==> src/rtl/tomasulo_pkg.sv <==
// Shared Tomasulo definitions: opcodes, issue classes and field positions
// for the instruction word, reservation-station entry and CDB word.
package tomasulo_pkg;

  localparam logic [3:0] OP_ADD = 4'h0;
  localparam logic [3:0] OP_SUB = 4'h1;
  localparam logic [3:0] OP_MUL = 4'h2;
  localparam logic [3:0] OP_DIV = 4'h3;

  localparam int INSTR_W   = 16;
  localparam int INS_OP_HI = 15;
  localparam int INS_OP_LO = 12;
  localparam int INS_A_HI  = 11;
  localparam int INS_A_LO  = 8;
  localparam int INS_B_HI  = 7;
  localparam int INS_B_LO  = 4;
  localparam int INS_C_HI  = 3;
  localparam int INS_C_LO  = 0;

  localparam int ENT_W     = 48;
  localparam int ENT_OP_HI = 47;
  localparam int ENT_OP_LO = 44;

  localparam int CDB_W      = 23;
  localparam int CDB_TAG_HI = 22;
  localparam int CDB_TAG_LO = 19;
  localparam int CDB_VAL_HI = 18;
  localparam int CDB_VAL_LO = 0;

  // Wide enough for a reservation station of up to 7 entries.
  localparam int CRED_W = 3;

  typedef enum logic [1:0] {CLS_ADD, CLS_MUL, CLS_BAD} op_class_e;

  function automatic op_class_e op_class(input logic [3:0] op);
    op_class_e cls;
    case (op)
      OP_ADD, OP_SUB: cls = CLS_ADD;
      OP_MUL, OP_DIV: cls = CLS_MUL;
      default:        cls = CLS_BAD;
    endcase
    return cls;
  endfunction

endpackage

==> src/rtl/rs_credit.sv <==
// Saturating credit counter tracking free space in one reservation station.
module rs_credit
  import tomasulo_pkg::*;
#(
  parameter int DEPTH = 2
) (
  input  logic clock,
  input  logic reset,
  input  logic take,
  input  logic give,
  output logic avail,
  output logic err
);

  localparam logic [CRED_W-1:0] FULL = CRED_W'(DEPTH);

  logic [CRED_W-1:0] credit;

  // A free pulse arriving at full credit is dropped and flagged stickily.
  always_ff @(posedge clock) begin
    if (reset) begin
      credit <= FULL;
      err    <= 1'b0;
    end else if (take && !give) begin
      credit <= credit - CRED_W'(1);
    end else if (give && !take) begin
      if (credit == FULL) err <= 1'b1;
      else credit <= credit + CRED_W'(1);
    end
  end

  assign avail = (credit != '0);

endmodule

==> src/rtl/issue_sequencer.sv <==
// Issue sequencer: pops the instruction queue into the merge pipeline, reserving
// RS credit up front, and strobes the merged entry into its RS three cycles later.
module issue_sequencer
  import tomasulo_pkg::*;
#(
  parameter int RS_ADD_DEPTH = 2,
  parameter int RS_MUL_DEPTH = 2
) (
  input  logic                 clock,
  input  logic                 reset,
  input  logic                 iq_valid,
  input  logic [INSTR_W-1:0]   iq_instr,
  output logic                 iq_pop,
  input  logic                 halt,
  output logic [INSTR_W-1:0]   merge_instr,
  output logic                 merge_ctrl,
  input  logic [ENT_W-1:0]     merge_out,
  output logic                 rs_add_we,
  output logic                 rs_mul_we,
  output logic [ENT_W-1:0]     rs_entry,
  input  logic                 rs_add_free,
  input  logic                 rs_mul_free,
  output logic                 bad_op,
  output logic                 credit_err,
  output logic                 idle,
  output logic [15:0]          issued_cnt
);

  op_class_e head_cls;
  logic      add_avail, mul_avail, add_err, mul_err;
  logic      head_ok, issue, illegal;
  logic [2:0] sh_valid;
  op_class_e sh_cls0, sh_cls1, sh_cls2;

  assign head_cls = op_class(iq_instr[INS_OP_HI:INS_OP_LO]);
  assign head_ok  = ((head_cls == CLS_ADD) && add_avail) ||
                    ((head_cls == CLS_MUL) && mul_avail);
  assign issue    = !reset && iq_valid && !halt && head_ok;
  assign illegal  = !reset && iq_valid && !halt && (head_cls == CLS_BAD);

  assign iq_pop      = issue || illegal;
  assign merge_instr = issue ? iq_instr : '0;
  assign merge_ctrl  = !reset;

  // Stage 2 lines up with mux_merge's output; reset discards anything in flight.
  assign rs_add_we  = !reset && sh_valid[2] && (sh_cls2 == CLS_ADD);
  assign rs_mul_we  = !reset && sh_valid[2] && (sh_cls2 == CLS_MUL);
  assign rs_entry   = merge_out;
  assign idle       = (sh_valid == 3'b000) && !issue;
  assign credit_err = add_err || mul_err;

  always_ff @(posedge clock) begin
    if (reset) begin
      sh_valid   <= 3'b000;
      sh_cls0    <= CLS_ADD;
      sh_cls1    <= CLS_ADD;
      sh_cls2    <= CLS_ADD;
      bad_op     <= 1'b0;
      issued_cnt <= '0;
    end else begin
      sh_valid <= {sh_valid[1:0], issue};
      sh_cls0  <= head_cls;
      sh_cls1  <= sh_cls0;
      sh_cls2  <= sh_cls1;
      bad_op   <= illegal;
      if (issue) issued_cnt <= issued_cnt + 16'd1;
    end
  end

  rs_credit #(.DEPTH(RS_ADD_DEPTH)) u_add_credit (
    .clock (clock),
    .reset (reset),
    .take  (issue && (head_cls == CLS_ADD)),
    .give  (rs_add_free),
    .avail (add_avail),
    .err   (add_err)
  );

  rs_credit #(.DEPTH(RS_MUL_DEPTH)) u_mul_credit (
    .clock (clock),
    .reset (reset),
    .take  (issue && (head_cls == CLS_MUL)),
    .give  (rs_mul_free),
    .avail (mul_avail),
    .err   (mul_err)
  );

endmodule

==> config.mk <==
export PLATFORM = sky130hd
export DESIGN_NAME = issue_sequencer
export DESIGN_NICKNAME = d
export VERILOG_FILES = /design/src/rtl/tomasulo_pkg.sv /design/src/rtl/rs_credit.sv /design/src/rtl/issue_sequencer.sv
export SDC_FILE = /design/constraint.sdc
export NUM_CORES = 1
export LEC_CHECK = 0
export ABC_CLOCK_PERIOD_IN_PS = 5150
export CAP_MARGIN = 5
export CORE_ASPECT_RATIO = 0.75
export CORE_UTILIZATION = 36
export DETAILED_ROUTE_END_ITERATION = 8
export GPL_ROUTABILITY_DRIVEN = 0
export PLACE_DENSITY = 0.86
export SLEW_MARGIN = 30
export SYNTH_ARGS = -nofsm -noshare
export SYNTH_HDL_FRONTEND = slang
export SYNTH_SLANG_ARGS = --single-unit
==> constraint.sdc <==
create_clock -name clock -period 5.15 [get_ports clock]
set_input_delay 0.515 -clock clock [delete_from_list [all_inputs] [get_ports clock]]
set_output_delay 0.515 -clock clock [all_outputs]
set_load 0.05 [all_outputs]
==> results of run 1 <==
-- critical path, delay by kind of cell --
| kind | cells | cell delay (ns) |
|---|---|---|
| AO/OA/AOI/OAI | 1 | 0.27 |
| XOR/XNOR | 2 | 0.23 |
| adder cells (fa/ha/maj) | 2 | 0.37 |
| buffers and inverters | 2 | 0.58 |
| AND/OR/NAND/NOR | 5 | 2.26 |
-- worst max-delay path by stage --
| stage | from | end | slack (ns) | cells after the start |
|---|---|---|---|---|
| 3_3_place_gp | iq_valid | u_add_credit.credit[2]$_SDFFE_PP0P_ | 0.94 | 12 |
| 3_5_place_dp | iq_valid | u_add_credit.credit[2]$_SDFFE_PP0P_ | 0.80 | 12 |
| 2_1_floorplan | reset | u_add_credit.credit[2]$_SDFFE_PP0P_ | 1.66 | 13 |
| 4_1_cts | iq_valid | u_add_credit.credit[2]$_SDFFE_PP0P_ | 1.11 | 12 |
| 5_1_grt | iq_valid | u_mul_credit.credit[2]$_SDFFE_PP0P_ | 0.87 | 13 |
| 6_report | iq_valid | u_add_credit.credit[2]$_SDFFE_PP0P_ | 1.10 | 12 |
-- registers in the layout, indices dropped and copies added, names as in the netlist --
name	cells
issued_cnt	16
u_mul_credit.err	1
sh_cls0	2
bad_op	1
u_add_credit.err	1
sh_cls1	2
sh_valid	3
sh_cls2	2
u_add_credit.credit	3
u_mul_credit.credit	3
-- report_power, final --
group          internal, W  switching, W
Combinational    0.0000273     0.0000347
Clock             0.000108     0.0000940
Sequential        0.000268    0.00000250
Total             0.000403      0.000131
-- per-stage QoR --
| stage | hold slack (ns) | instance area, µm² | total power (W) | std cells |
|---|---|---|---|---|
| floorplan | 0.414 | 2040 | 0.000411 | 241 |
| global placement | 0.421 | 2280 | 0.000337 | 318 |
| detailed placement | 0.438 | 2280 | 0.000338 | 318 |
| CTS | 0.453 | 2370 | 0.000538 | 326 |
| global route | 0.472 | 2370 | 0.000555 | 326 |
| finish | 0.443 | 2370 | 0.000534 | 326 |
-- logic make-up after synthesis --
family | Yosys count
AO/OA/AOI/OAI | 38
XOR/XNOR | 3
adder cells (fa/ha/maj) | 8
buffers and inverters | 68
flip-flops | 34
multiplexers | 2
other | 1
AND/OR/NAND/NOR | 86
-- synth_stat cells --
cell type  number
buf_4          50
dfxtp_1        34
a21oi_1        18
and2_1         14
nand2_1        12
or4_1          11
inv_1          10
nor2_1         10
o31ai_1         9
o21ai_0         8
ha_1            7
nor2b_1         7
nand3_1         6
clkbuf_1        4
nor4b_1         4
buf_2           3
nor3_1          3
and3_1          2
and4_1          2
nand4_1         2
nand4b_1        2
nor4_1          2
or2_2           2
or3_1           2
xor2_1          2
a211oi_1        1
buf_6           1
conb_1          1
fa_1            1
mux2_2          1
mux2i_1         1
nand2b_1        1
nor4bb_1        1
o311ai_0        1
o41ai_1         1
or3b_1          1
or3b_2          1
or4b_1          1
xnor2_1         1
-- metal layers --
| metal | part of all wire, % | vias up | GRT usage [%] |
|---|---|---|---|
| met2 | 44 | 78 | 23.6 |
| met5 | 0 | - | 0 |
| met4 | 2.2 | 0 | 6.65 |
| li1 | - | 798 | - |
| met3 | 9.2 | 17 | 5.70 |
| met1 | 45 | 756 | 18.7 |
-- area by class of cell --
cell class	count	area (µm²)	area share [%]
inverter	10	37.5	1.59
sequential	34	681	28.8
clock inverter	1	5.00	0.211
clock buffer	7	86.3	3.65
multi-input combinational	139	903	38.2
timing repair buffer	60	561	23.7
tap	75	93.8	3.96
==> reports/qor.csv, run 1 <==
metric,value,unit
holdPathEnd,sh_cls1[1]$_SDFF_PP0_,
fin_skew,0.00781,ns
synth_compound_area_share,10.9,%
syn-cell-area,0.00203,mm²
final_util,44.0,%
numCtsBuffers,5,
die_w,88.8,µm
cts.htree.levels,2,
ys_ff_latch,34,
cts_tree,done,
r2r_end,u_add_credit.credit[2]$_SDFFE_PP0P_,
cp-start-kind,primary input,
synth_top_family_by_area,simple AND/OR/NAND/NOR gates,
nFillCells,527,
drc,0,
grt_max_degree,31,
crit_arrival,4.23,ns
cts_buffer_depth,2,
coreArea,0.00538,mm²
p_per_area,225,mW/mm²
drt_iter0_markers,71,
end_kind,flop,
area_growth,16.4,%
root_buffer,clkbuf_8,
cts.clk_slew.worst_paths,0.07,ns
dieArea,0.00596,mm²
synth-simple-area-share,25.5,%
timing.fmax,247,MHz
rrSetupSlack,1.78,ns
place_ws,0.802,ns
post-route-period-util,78.7,%
drive_gt1_share,10.8,%
synth_xor_area_share,1.29,%
slew_violations,0,
worst-setup-path-type,primary input to flop,
hold_viol_final,0,
dr.pass1.iters,4,
cap_viol_max_count,0,
antenna_found_initial,0,
die_y,67.1,µm
rows,23,
grt_overflow,0,
ant_nets,0,
wl,4.26,mm
clock_latency,0.29,ns
yosysTopAreaCell,dfxtp_1,
yosys_warnings,0,
dp_hpwl,3.18,mm
critical_path.max_fanout,27,
initial_utilization,37.8,%
via_count,1649,
status,completed,
grt_pass1_wl,6.78,mm
ys_types,39,
wire_per_inst,13.1,µm
grt_setup_unrepaired,false,
cpMostUsedCell,ha_1,
slew_headroom,50.5,%
seq_area_frac_synth,33.5,%
hold_path.class,flop to flop,
grtUsageTotal,15.1,%
reg2reg_depth,11,
top_level_ports,157,
cts_setup_buffers,0,
synth_fa_ha_area_share,5.29,%
setup_violations,0,
final_cell_mix,"44 x clkdlybuf4s50_1, 34 x dfxtp_1, 18 x a21oi_1",
synth.area.top_cells,"dfxtp_1 33%, buf_4 18%, a21oi_1 4.4%",
vdd_ir_drop_max,0.0933,mV
post_synth_mux_area_share,1.05,%
clock_sinks,34,
power.leakage,0.896,nW
cts_hold_buf,0,
hold_depth,1,
ctsResizeCount,0,
vias_per_cell,5.06,
portBuffers,58,
period_needed,4.05,ns
worst_pin_slew,0.732,ns
fin_nets,328,
path_cells,"clkdlybuf4s50_1, or3b_1, or4_1, or3_1, inv_1, ha_1, xor2_1, ha_1, or3b_2, a211oi_1, xnor2_1, nor2_1",
syn_inst,240,
timing.rr.start,u_mul_credit.credit[0]$_SDFFE_PP0P_,
fin_ws,1.10,ns
cpPeakStageDelay,0.90,ns
final_common_cell,clkdlybuf4s50_1,
tns,0,ns
synth.avg_cell_area,8.48,µm²
yosysTopAreaCellShare,33.5,%
worst_path_max_delay_cell,or4_1,
antenna_cells,0,
cp_data_required_time,5.32,ns
first_global_vias,1456,
min_from,sh_cls0[1]$_SDFF_PP0_,
Power figures use the tool's default switching activity.
==> run 2: changes to the inputs <==
- ABC_CLOCK_PERIOD_IN_PS: 5150 -> 3400
- CORE_UTILIZATION: 36 -> 30
- PLACE_DENSITY: 0.86 -> 0.76
- clock period: 5.15 -> 3.4 ns (I/O delays scaled with it)
==> run 2 against run 1 <==
Compared with the run above:
- critical path type unchanged
- largest power group is now the clock network
- non-clock buffer count up 6
- worst hold slack worse by 0.0098 ns
- critical path depth unchanged
- setup slack worse by 1.0 ns
- largest cell class unchanged
- power rose by 80%
- die area increased by 19%
- sequential power is 51% higher
- register-to-register slack got worse by 1.2 ns
==> reports/qor.csv, run 2 (synthesized netlist as in run 1, its figures left out) <==
metric,value,unit,change
status,completed,,unchanged
antenna_cells,0,,unchanged
r2r_end,u_add_credit.credit[2]$_SDFFE_PP0P_,,unchanged
die_y,73.3,µm,was 67.1 µm
cts.htree.levels,2,,unchanged
post-route-period-util,97.1,%,
initial_utilization,31.7,%,was 37.8%
power.total,0.000961,W,was 0.000534 W
via_count,1623,,was 1649
worst_pin_slew,0.753,ns,was 0.732 ns
fin_skew,0.00609,ns,was 0.00781 ns
vias_per_cell,4.80,,was 5.06
drc,0,,unchanged
regMostFlops,issued_cnt,,unchanged
cp-start-kind,primary input,,unchanged
hold_path.class,flop to flop,,unchanged
hold_depth,1,,unchanged
critical_path.max_fanout,3,,was 27
final_util,41.6,%,was 44.0%
cts.clk_slew.worst_paths,0.08,ns,was 0.07 ns
grtUsageTotal,12.3,%,was 15.1%
power.leakage,0.987,nW,was 0.896 nW
end_kind,flop,,unchanged
drt_iter0_markers,79,,was 71
cts_setup_buffers,0,,unchanged
largest_reg_flops,16,,unchanged
p_per_area,360,mW/mm²,was 225 mW/mm²
slew_headroom,49.1,%,was 50.5%
slew_violations,0,,unchanged
root_buffer,clkbuf_8,,unchanged
period_needed,3.30,ns,
rows,25,,was 23
crit_arrival,3.48,ns,was 4.23 ns
min_from,sh_cls1[1]$_SDFF_PP0_,,was sh_cls0[1]$_SDFF_PP0_
ctsResizeCount,0,,unchanged
die_w,97.1,µm,was 88.8 µm
dp_hpwl,3.20,mm,was 3.18 mm
clock_sinks,34,,unchanged
vdd_ir_drop_max,0.201,mV,was 0.0933 mV
timing.fmax,303,MHz,
dr.pass1.iters,4,,unchanged
drive_gt1_share,16.3,%,was 10.8%
coreArea,0.00641,mm²,was 0.00538 mm²
area_growth,31.1,%,was 16.4%
cp_data_required_time,3.58,ns,was 5.32 ns
grt_max_degree,31,,unchanged
timing.rr.start,u_mul_credit.credit[0]$_SDFFE_PP0P_,,unchanged
top_level_ports,157,,unchanged
final_common_cell,clkdlybuf4s50_1,,unchanged
first_global_vias,1470,,was 1456
cts_hold_buf,0,,unchanged
numCtsBuffers,5,,unchanged
cap_viol_max_count,0,,unchanged
cts_buffer_depth,2,,unchanged
reg2reg_depth,11,,unchanged
portBuffers,58,,unchanged
worst-setup-path-type,primary input to flop,,unchanged
rrSetupSlack,0.55,ns,was 1.78 ns
cts_tree,done,,unchanged
holdPathEnd,sh_cls2[1]$_SDFF_PP0_,,was sh_cls1[1]$_SDFF_PP0_
wire_per_inst,12.8,µm,was 13.1 µm
ant_nets,0,,unchanged
final_cell_mix,"42 x clkdlybuf4s50_1, 34 x dfxtp_1, 18 x a21oi_1",,"was 44 x clkdlybuf4s50_1, 34 x dfxtp_1, 18 x a21oi_1"
antenna_found_initial,0,,unchanged
clock_latency,0.29,ns,about the same
dieArea,0.00712,mm²,was 0.00596 mm²
setup_violations,0,,unchanged
tns,0,ns,unchanged
grt_pass1_wl,6.93,mm,was 6.78 mm
fin_nets,334,,was 328
wl,4.33,mm,was 4.26 mm
hold_slack,0.434,ns,was 0.443 ns
hold_viol_final,0,,unchanged
grt_overflow,0,,unchanged
-- run 2: changes by cell type in the layout (fill, tap and decap cells not counted), moves of 2 or more --
cell,change
bufinv_16,+2
buf_4,-7
buf_12,+15
clkdlybuf4s50_1,-2
-- run 2: per-layer routing --
layer,GRT usage (%),wire length (µm),up-vias,part of all wire (%)
met5,0,0,-,0
met4,3.98,42,0,0.97
met3,6.09,353,7,8.2
met2,18.9,1900,61,44
met1,15.0,2030,738,47
li1,-,-,817,-
-- run 2: power breakdown --
part	total [W]	leakage (nW)	switching, W	internal (W)
Combinational	0.000104	0.643	0.0000548	0.0000487
Clock	0.000449	0.0683	0.000155	0.000294
Sequential	0.000408	0.276	0.00000351	0.000405
-- run 2: cell type report --
cell class              count  area (µm²)
fillers                   628        3740
multi-input cells         139         922
repair buffers             66         788
flip-flops and latches     34         681
well taps                  81         101
clock buffers               5        68.8
clock inverters             3        68.8
inverters                  10        37.5
-- run 2: per-stage QoR --
| stage | instance area (µm²) | std cells | worst slack (ns) |
|---|---|---|---|
| CTS | 2650 | 338 | 0.0244 |
| finish | 2670 | 338 | 0.0983 |
| global placement | 2510 | 330 | -0.175 |
| floorplan | 2040 | 241 | 0.0814 |
| global route | 2670 | 338 | -0.00450 |
| detailed placement | 2510 | 330 | -0.288 |
-- run 2: worst max-delay path by stage --
stage	start	end	slack [ns]	depth (start not counted)
after global routing	reset	u_add_credit.credit[2]$_SDFFE_PP0P_	-0.005	12
after CTS	reset	u_add_credit.credit[2]$_SDFFE_PP0P_	0.02	12
final	reset	u_add_credit.credit[2]$_SDFFE_PP0P_	0.1	12
after global placement	reset	u_add_credit.credit[2]$_SDFFE_PP0P_	-0.18	12
after floorplan	reset	u_add_credit.credit[2]$_SDFFE_PP0P_	0.08	13
after detailed placement	reset	u_add_credit.credit[2]$_SDFFE_PP0P_	-0.29	12
-- run 2: critical path, stage by stage --
cell and delay [ns]:
clkdlybuf4s50_1 0.42, or3b_4 0.42, or4_4 0.54, or3_4 0.35, inv_2 0.07, ha_2 0.18, xor2_1 0.06, ha_1 0.19
or3b_2 0.45, a211oi_2 0.26, xnor2_1 0.14, nor2_1 0.05
==> run 3: changes to the inputs <==
- ABC_AREA: not set -> 1
- CORE_UTILIZATION: 30 -> 32
- PLACE_DENSITY: 0.76 -> 0.78
==> run 3 against run 2 <==
Compared with the run above:
- core utilization is 1.9 points lower
- the run now ends with DRC left
- critical endpoint unchanged
- largest cell class unchanged
- first-iteration DRC count is 44% higher
- clock skew is 0.0023 ns higher
- global-route usage is 1.0 points higher
==> reports/qor.csv, run 3 <==
metric,value,unit,change
cap_viol_max_count,0,,unchanged
cp_data_required_time,3.57,ns,was 3.58 ns
slew_headroom,65.8,%,was 49.1%
grtUsageTotal,13.3,%,was 12.3%
initial_utilization,34.2,%,was 31.7%
met1Wirelength,2.21,mm,was 2.03 mm
cts_setup_buffers,0,,unchanged
root_buffer,clkbuf_8,,unchanged
drt_iter0_markers,114,,was 79
clock_sinks,34,,unchanged
async_reset_ff_share,0,%,unchanged
die_w,98.5,µm,was 97.1 µm
yosysTopAreaCell,dfxtp_1,,unchanged
cp-start-kind,primary input,,unchanged
worst_path_max_delay_cell,clkdlybuf4s50_1,,was or4_4
dr.pass1.iters,7,,was 4
synth.avg_cell_area,6.73,µm²,was 8.48 µm²
first_global_vias,1817,,was 1470
cts_hold_buf,0,,unchanged
antenna_cells,0,,unchanged
critical_path.max_fanout,4,,was 3
hold_slack,0.408,ns,was 0.434 ns
power.leakage,1.08,nW,was 0.987 nW
syn-cell-area,0.00224,mm²,was 0.00203 mm²
setup_violations,0,,unchanged
grt_setup_unrepaired,false,,
yosysMostFrequentCell,nand2_1,,was buf_4
yosys_most_used_dff,dfxtp_1,,unchanged
synth.area.top_cells,"dfxtp_1 30%, buf_4 17%, nand2_1 11%",,"was dfxtp_1 33%, buf_4 18%, a21oi_1 4.4%"
final_common_cell,nand2_1,,was clkdlybuf4s50_1
cts_tree,done,,unchanged
yosys_warnings,0,,unchanged
grt_max_degree,32,,was 31
dp_hpwl,3.74,mm,was 3.20 mm
status,finished with violations,,was completed
path_cells,"clkdlybuf4s50_1, inv_1, nand2_1, inv_1, nand3_1, nand2_1, nand2_2, nor3_1, ha_1, xor2_1, ha_1, inv_1, o21ai_0, nand2_1, o21ai_0, a21oi_1",,"was clkdlybuf4s50_1, or3b_4, or4_4, or3_4, inv_2, ha_2, xor2_1, ha_1, or3b_2, a211oi_2, xnor2_1, nor2_1"
drive_gt1_share,8.45,%,was 16.3%
area_growth,16.1,%,was 31.1%
worst_pin_slew,0.511,ns,was 0.753 ns
top_level_ports,157,,unchanged
fin_skew,0.00839,ns,was 0.00609 ns
met2_wirelength,2.11,mm,was 1.90 mm
end_kind,flop,,unchanged
regMostFlops,issued_cnt,,unchanged
numCtsBuffers,5,,unchanged
final_cell_mix,"63 x nand2_1, 54 x inv_1, 43 x nor2_1",,"was 42 x clkdlybuf4s50_1, 34 x dfxtp_1, 18 x a21oi_1"
dieArea,0.00733,mm²,was 0.00712 mm²
yosysTopAreaCellShare,30.4,%,was 33.5%
via_count,1962,,was 1623
syn_inst,332,,was 240
cts.htree.levels,2,,unchanged
drc,11,,was 0
vias_per_cell,4.63,,was 4.80
ctsResizeCount,0,,unchanged
failed_checks,DRC,,
hold_viol_final,0,,unchanged
ys_types,27,,was 39
worst-setup-path-type,primary input to flop,,unchanged
rows,25,,unchanged
p_per_area,337,mW/mm²,was 360 mW/mm²
antenna_found_initial,0,,unchanged
hold_depth,2,,was 1
reg2reg_depth,14,,was 11
clock_latency,0.28,ns,was 0.29 ns
ys_ff_latch,34,,unchanged
portBuffers,58,,unchanged
post-route-period-util,77.7,%,was 97.1%
cpPeakStageDelay,0.40,ns,was 0.54 ns
largest_reg_flops,16,,unchanged
cts.clk_slew.worst_paths,0.07,ns,was 0.08 ns
vdd_ir_drop_max,0.237,mV,was 0.201 mV
grt_pass1_wl,7.73,mm,was 6.93 mm
slew_violations,0,,unchanged
timing.fmax,379,MHz,was 303 MHz
synth_edf_count,0,,unchanged
cts_buffer_depth,2,,unchanged
die_y,74.4,µm,was 73.3 µm
ant_nets,0,,unchanged
wire_per_inst,11.3,µm,was 12.8 µm
tns,0,ns,unchanged
coreArea,0.00654,mm²,was 0.00641 mm²
hold_path.class,flop to flop,,unchanged
seq_area_frac_synth,30.4,%,was 33.5%
fin_nets,420,,was 334
crit_arrival,2.81,ns,was 3.48 ns
top_layer,met4,,unchanged
period_needed,2.64,ns,was 3.30 ns
wl_met3,439,µm,was 353 µm
wl,4.80,mm,was 4.33 mm
grt_overflow,0,,unchanged
synthTopCellsByCount,"63 x nand2_1, 54 x inv_1, 50 x buf_4, 43 x nor2_1, 34 x dfxtp_1",,"was 50 x buf_4, 34 x dfxtp_1, 18 x a21oi_1, 14 x and2_1, 12 x nand2_1"
==> run 3: stage by stage <==
stage / power, W / instance area, µm² / setup slack (ns) / util [%] / std cells
floorplan: 0.000679 / 2240 / 0.709 / - / 333
global placement: 0.000576 / 2500 / 0.691 / 38.3 / 416
detailed placement: 0.000581 / 2500 / 0.510 / 38.3 / 416
CTS: 0.000882 / 2590 / 0.789 / 39.7 / 424
global route: 0.000915 / 2590 / 0.532 / 39.7 / 424
finish: 0.000873 / 2590 / 0.760 / 39.7 / 424
==> run 3: cell type report <==
type                            instances  area [µm²]
Multi-Input combinational cell        186         935
Inverter                               55         206
Clock buffer                            7        86.3
Timing Repair Buffer                   60         581
Tap cell                               81         101
Fill cell                             682        3940
Sequential cell                        34         681
Clock inverter                          1        5.00
==> run 3: routing by layer <==
metal / vias up / GRT usage [%]
met5: - / 0
met1: 882 / 15.4
met2: 85 / 23.6
li1: 990 / -
met3: 5 / 4.61
met4: 0 / 3.98
==> run 3: cells by family (layout without fill, tap and decap cells) <==
group / after synthesis / in the layout / share of synthesized area [%]
and+or+nand+nor: 134 / 134 / 25.1
buffers and inverters: 113 / 123 / 27.9
AOI/OAI and AO/OA: 34 / 34 / 8.39
DFF: 34 / 34 / 30.4
adders and majority gates: 8 / 8 / 4.81
xor gates and xnor gates: 8 / 8 / 3.13
other: 1 / 2 / 0.168
==> run 3: final timing paths <==
check | from | slack (ns) | end
worst max register to register | u_add_credit.credit[1]$_SDFFE_PP1P_ | 0.96 | u_add_credit.credit[2]$_SDFFE_PP0P_
worst min register to register | sh_cls1[1]$_SDFF_PP0_ | 0.41 | sh_cls2[1]$_SDFF_PP0_
worst min-delay path | sh_cls1[1]$_SDFF_PP0_ | 0.41 | sh_cls2[1]$_SDFF_PP0_
worst max-delay path | iq_instr[15] | 0.76 | u_add_credit.credit[2]$_SDFFE_PP0P_
==> run 3: critical path, delay by kind of cell <==
kind | cells | cell delay, ns
and+or+nand+nor | 6 | 0.87
buffers and inverters | 4 | 0.63
adders and majority gates | 2 | 0.42
AOI/OAI and AO/OA | 3 | 0.40
xor gates and xnor gates | 1 | 0.16
==> run 3: power breakdown <==
group	switching (W)	internal, W
clock network	0.000138	0.000163
registers	0.00000875	0.000413
logic	0.0000912	0.0000590
